[src/rtl/wb_pkg.sv]
// Shared types and constants for the writeback arbiter and its long-latency result FIFO.
package wb_pkg;

    localparam int REG_AW         = 5;
    localparam int DATA_W         = 32;
    localparam int STARVE_LIM_DEF = 4;

    typedef struct packed {
        logic [REG_AW-1:0] waddr;
        logic [DATA_W-1:0] wdata;
    } md_entry_t;

endpackage

[src/rtl/wb_fifo.sv]
// Synchronous FIFO of md_entry_t; pointers carry one extra wrap bit to tell full from empty.
module wb_fifo
    import wb_pkg::*;
#(
    parameter int DEPTH = 2
) (
    input  logic      clk,
    input  logic      rst,
    input  logic      push,
    input  logic      pop,
    input  md_entry_t din,
    output md_entry_t dout,
    output logic      full,
    output logic      empty
);

    localparam int AW = $clog2(DEPTH);

    logic [AW:0] wp_q, wp_d, rp_q, rp_d;
    md_entry_t   mem_q [DEPTH];
    md_entry_t   mem_d [DEPTH];
    logic        push_ok, pop_ok;

    assign empty   = (wp_q == rp_q);
    assign full    = (wp_q[AW] != rp_q[AW]) && (wp_q[AW-1:0] == rp_q[AW-1:0]);
    assign push_ok = push && !full;
    assign pop_ok  = pop && !empty;
    assign dout    = mem_q[rp_q[AW-1:0]];

    always_comb begin
        wp_d  = push_ok ? wp_q + 1'b1 : wp_q;
        rp_d  = pop_ok  ? rp_q + 1'b1 : rp_q;
        mem_d = mem_q;
        if (push_ok) mem_d[wp_q[AW-1:0]] = din;
    end

    always_ff @(posedge clk) begin
        if (rst) begin
            wp_q <= '0;
            rp_q <= '0;
        end else begin
            wp_q <= wp_d;
            rp_q <= rp_d;
        end
        mem_q <= mem_d;
    end

endmodule

[src/rtl/wb_arb.sv]
// Writeback arbiter: ALU results take priority, mul/div results drain from a FIFO under a
// starvation limit. Define WB_SCOREBOARD_EN to build the in-flight destination scoreboard.
module wb_arb
    import wb_pkg::*;
#(
    parameter int MD_DEPTH   = 2,
    parameter int STARVE_LIM = STARVE_LIM_DEF
) (
    input  logic              clk,
    input  logic              rst,
    input  logic              alu_valid,
    output logic              alu_ready,
    input  logic [REG_AW-1:0] alu_waddr,
    input  logic [DATA_W-1:0] alu_wdata,
    input  logic              md_valid,
    output logic              md_ready,
    input  logic [REG_AW-1:0] md_waddr,
    input  logic [DATA_W-1:0] md_wdata,
    input  logic              iss_valid,
    input  logic [REG_AW-1:0] iss_waddr,
    output logic [31:0]       busy,
    output logic              rf_we,
    output logic [REG_AW-1:0] rf_waddr,
    output logic [DATA_W-1:0] rf_wdata
);

    localparam int SW = $clog2(STARVE_LIM + 1);

    logic [SW-1:0]     scnt_q, scnt_d;
    logic              rf_we_q, rf_we_d;
    logic [REG_AW-1:0] rf_waddr_q, rf_waddr_d;
    logic [DATA_W-1:0] rf_wdata_q, rf_wdata_d;
    logic              fifo_full, fifo_empty, alu_win, pop, push;
    md_entry_t         fifo_in, head;

    assign alu_ready = (scnt_q != SW'(STARVE_LIM));
    assign md_ready  = !fifo_full;
    assign alu_win   = alu_valid && alu_ready;
    assign pop       = !alu_win && !fifo_empty;
    // Results to r0 complete the handshake but never occupy a FIFO slot.
    assign push      = md_valid && md_ready && (md_waddr != '0);
    assign fifo_in   = '{waddr: md_waddr, wdata: md_wdata};

    wb_fifo #(.DEPTH(MD_DEPTH)) u_fifo (
        .clk   (clk),
        .rst   (rst),
        .push  (push),
        .pop   (pop),
        .din   (fifo_in),
        .dout  (head),
        .full  (fifo_full),
        .empty (fifo_empty)
    );

    always_comb begin
        rf_we_d    = 1'b0;
        rf_waddr_d = '0;
        rf_wdata_d = '0;
        scnt_d     = scnt_q;
        if (alu_win) begin
            rf_we_d    = (alu_waddr != '0);
            rf_waddr_d = alu_waddr;
            rf_wdata_d = alu_wdata;
        end else if (pop) begin
            rf_we_d    = 1'b1;
            rf_waddr_d = head.waddr;
            rf_wdata_d = head.wdata;
        end
        if (pop || fifo_empty) scnt_d = '0;
        else if (alu_win)      scnt_d = scnt_q + 1'b1;
    end

    always_ff @(posedge clk) begin
        if (rst) begin
            scnt_q     <= '0;
            rf_we_q    <= 1'b0;
            rf_waddr_q <= '0;
            rf_wdata_q <= '0;
        end else begin
            scnt_q     <= scnt_d;
            rf_we_q    <= rf_we_d;
            rf_waddr_q <= rf_waddr_d;
            rf_wdata_q <= rf_wdata_d;
        end
    end

    assign rf_we    = rf_we_q;
    assign rf_waddr = rf_waddr_q;
    assign rf_wdata = rf_wdata_q;

`ifdef WB_SCOREBOARD_EN
    logic [31:0] busy_q, busy_d;
    logic        rf_md_q, rf_md_d;

    // Clear on the edge the register file captures a FIFO write; a same-edge issue wins.
    always_comb begin
        rf_md_d = pop;
        busy_d  = busy_q;
        if (rf_we_q && rf_md_q)              busy_d[rf_waddr_q] = 1'b0;
        if (iss_valid && iss_waddr != '0)    busy_d[iss_waddr]  = 1'b1;
        busy_d[0] = 1'b0;
    end

    always_ff @(posedge clk) begin
        if (rst) begin
            busy_q  <= '0;
            rf_md_q <= 1'b0;
        end else begin
            busy_q  <= busy_d;
            rf_md_q <= rf_md_d;
        end
    end

    assign busy = busy_q;
`else
    logic unused_iss;
    assign unused_iss = ^{iss_valid, iss_waddr};
    assign busy       = '0;
`endif

endmodule

[config.mk]
export PLATFORM = sky130hd
export DESIGN_NAME = wb_arb
export DESIGN_NICKNAME = d
export VERILOG_FILES = /design/src/rtl/wb_pkg.sv /design/src/rtl/wb_fifo.sv /design/src/rtl/wb_arb.sv
export SDC_FILE = /design/constraint.sdc
export NUM_CORES = 1
export LEC_CHECK = 0
export ABC_AREA = 1
export CORE_AREA = 3 3 144 118
export CTS_CLUSTER_DIAMETER = 120
export DETAILED_ROUTE_END_ITERATION = 8
export DIE_AREA = 0 0 147 121
export PLACE_DENSITY_LB_ADDON = 0.2
export SYNTH_ARGS = -nofsm -noshare
export SYNTH_HDL_FRONTEND = slang
export SYNTH_SLANG_ARGS = --single-unit
export TNS_END_PERCENT = 10
[constraint.sdc]
create_clock -name clk -period 6.7 [get_ports clk]
set_input_delay 2.01 -clock clk [delete_from_list [all_inputs] [get_ports clk]]
set_output_delay 2.01 -clock clk [all_outputs]
set_load 0.05 [all_outputs]
==> summary.txt <==
Place
  – Post-DP Area: 0.00592 mm2
  – Placer Congestion: 0.724
  – Hpwl dp: 6.71 mm
  – PortBufs: 117

Timing
  – Setup violations, final: 0
  – Final Hold Violating Endpoints: 0
  – Fin crit share: 0.649
  – Slew margin rel.: 0.419
  – Fmax: 230 MHz
  – Setup TNS: 0 ns
  – Unrepaired setup endpoints after global routing: false
  – Worst-margin pin slew: 0.870 ns
  – Minimum clock period: 4.35 ns
  – Clock skew: 0.0123 ns
  – Min Hold Slack: 0.451 ns
  – Max Slew Vio Count: 0

Worst setup path
  – Worst Path Arrival: 2.34 ns
  – Worst path max stage delay: 0.74 ns
  – Crit end category: output pin
  – Startpoint Class: flop
  – Master of the slowest instance on the critical path: clkdlybuf4s50_1
  – Most frequent CP cell: nand2_1
  – WS Path Type: flop to output pin
  – Cells along the critical path: inv_2 -> nand2_1 -> nand2_1 -> nand2_1 -> clkdlybuf4s50_1
  – Crit Path Max Fanout: 39
  – CP Data Required Time: 4.69 ns

Pwr
  – Sw Ratio: 0.275
  – Leakage: 2.56 nW
  – Sw Pwr: 590 uW
  – Pwr Density: 329 mW/mm2
  – Peak supply drop: 0.000166 V
  – Seq pwr share: 0.401
  – Cell-internal power: 1.55 mW
  – Power share of the clock group: 0.427
  – Logic pwr share: 0.171

Clocking
  – Clock Latency Late Sink: 0.41 ns
  – Resized Gates After CTS: 0
  – Reg clk slew, reported paths: 0.05 ns
  – Root buffer cell: clkbuf_16
  – Max Root-Sink Buffers: 2
  – CTS tree: built
  – Clock net sink count: 119
  – H-tree levels: 4
  – Setup bufs post-CTS: 0
  – CTS Buf Count: 17
  – CTS Hold Buffers Added: 0

Floorplanning
  – Die Width: 147 um
  – Io pins: 156
  – Die height: 121 um
  – Die area: 0.0178 mm2
  – Cell Rows: 41
  – Starting Density: 0.296
  – Core area: 0.0157 mm2

Yosys
  – Synth unique cells: 23
  – Flops & latches, synth: 119
  – Synth Flop Type: edfxtp_1
  – Mux share of post-synthesis cell area: 0
  – Most frequent cell after synthesis: nand2_1
  – Compound-cell area share of the yosys netlist: 0.0516
  – Yosys warns: 0
  – Post-synthesis sequential area ratio: 0.671
  – Leading area contributor after synthesis: edfxtp_1
  – Post-Synth XOR/XNOR Area: 0.00565
  – Main combinational cell family by area after synthesis: simple AND/OR/NAND/NOR gates
  – Post-Synth Adder-Cell Area: 0.00538
  – Synth top cells by count: 195 x nand2_1, 74 x edfxtp_1, 45 x dfxtp_1, 37 x buf_4, 29 x o21ai_1
  – Syn_area_per_cell: 10.2 um2
  – Post-synth EDFFs: 74
  – Cell Area, Synth: 0.00465 mm2
  – Ranking of synthesized cells by area: edfxtp_1 48%, dfxtp_1 19%, nand2_1 16%
  – Synth async-reset ratio: 0
  – Simple-Gate Fraction of Synth Area: 0.179
  – Syn Inst Count: 454
  – Synth top area share: 0.478

Layout
  – Diode count: 0
  – # fillers: 1526
  – P&R area growth vs syn: 40.0%
  – Multi-input gate area: 0.00126 mm2
  – Sequential Area: 0.00312 mm2
  – Design Area, Final: 0.00652 mm2
  – Share of cells above drive strength 1: 0.0697
  – Nets: 661

GRT
  – First-pass GRT wire length: 17.0 mm
  – Vias in the first global route: 3304
  – Initial antenna violation count: 0
  – Total global-route track usage: 0.124
  – Remaining Overflow, GRT: 0
  – Largest net degree at the start of global routing: 41

Detailed routing
  – Routed via count: 3322
  – Vias per std cell: 4.14
  – Drt drc: 0
  – Drt wl/cell: 13.2 um
  – Drt total wl: 10.6 mm
  – DRT iter0 DRCs: 168
  – Final ANT Viol Nets: 0
  – DRT Pass-1 Iters: 6

Hold path
  – Class of the worst hold path: flop to flop

Status
  – Status: finished clean

Job
  – Total of max-cap violations: 0
-- stage by stage --
| stage | total power [mW] | instances | util | worst slack [ns] |
|---|---|---|---|---|
| CTS | 2.17 | 803 | 0.415 | 2.29 |
| detailed placement | 1.25 | 771 | 0.377 | 2.41 |
| finish | 2.14 | 803 | 0.415 | 2.35 |
| floorplan | 1.13 | 485 | - | 2.37 |
| global placement | 1.24 | 771 | 0.377 | 2.46 |
| global route | 2.24 | 803 | 0.415 | 2.17 |
-- flip-flops by register name (all words and copies together), names as in the netlist --
name,count
rf_we,1
rf_wdata,32
rf_waddr,5
u_fifo.mem_q,74
u_fifo.rp_q,2
u_fifo.wp_q,2
scnt_q,3
-- metal layers --
layer,up-vias,wire length [um],GRT usage
met2,119,4890,0.197
met4,0,131,0.0402
met5,-,0,0
met3,14,831,0.0586
li1,1655,-,-
met1,1534,4770,0.150
-- critical path: cells and delay by family, from the launching register on --
| kind | cells | cell delay [ns] |
|---|---|---|
| buffers and inverters | 2 | 1.29 |
| flip-flops | 1 | 0.32 |
| AND/OR/NAND/NOR | 3 | 0.33 |
-- cell type report --
type | instances | area share
timing repair buffer | 121 | 0.184
multi-input combinational | 300 | 0.194
clock buffer | 20 | 0.0686
sequential | 119 | 0.480
inverter | 16 | 0.00922
tap | 215 | 0.0413
clock inverter | 12 | 0.0232
-- power by group through the flow --
stage	clock network [mW]	registers [mW]	logic [mW]
after global placement	0	0.873	0.369
after global routing	0.975	0.865	0.402
final	0.916	0.860	0.367
after CTS	0.938	0.860	0.374
after detailed placement	0	0.875	0.372
after floorplan	0	0.952	0.177
-- final timing paths --
path	from	endpoint	slack, ns	cells past startpoint
setup reg to reg	u_fifo.rp_q[0]$_SDFFE_PP0P_	u_fifo.mem_q[3]$_DFFE_PP_	4.19	7
setup / recovery	u_fifo.rp_q[0]$_SDFFE_PP0P_	md_ready	2.35	5
hold reg to reg	scnt_q[0]$_SDFFE_PP0P_	scnt_q[0]$_SDFFE_PP0P_	0.45	1
hold / removal	scnt_q[0]$_SDFFE_PP0P_	scnt_q[0]$_SDFFE_PP0P_	0.45	1
-- cell families after synthesis --
family	after synthesis
flops	119
buf+inv	66
xor+xnor	3
compound gates	48
other cells	1
fa+ha+maj	2
simple gates	215
-- cells in the final DEF, fill, tap and decap left out --
cell type        netlist  routed
nand2_1              195     195
clkdlybuf4s50_1        0     117
edfxtp_1              74      74
dfxtp_1               45      44
conb_1                 1      32
o21ai_1               29      29
clkbuf_16              0      17
inv_1                 13      13
o21ai_0               10      10
nor2_1                11       9
a21oi_1                9       9
buf_4                 37       4
nand3_1                3       3
nor2_4                 0       3
clkinv_1               1       3
clkinvlp_4             0       3
bufinv_16              0       3
inv_2                  2       2
nand2_2                2       2
xor2_1                 2       2
nand4_1                2       2
ha_1                   2       2
clkinv_4               0       2
clkbuf_1               5       2
xnor2_1                1       1
nand2_4                1       1
clkbuf_8               0       1
clkinv_2               0       1
inv_6                  0       1
dfxtp_2                0       1
Power figures use the tool's default switching activity.
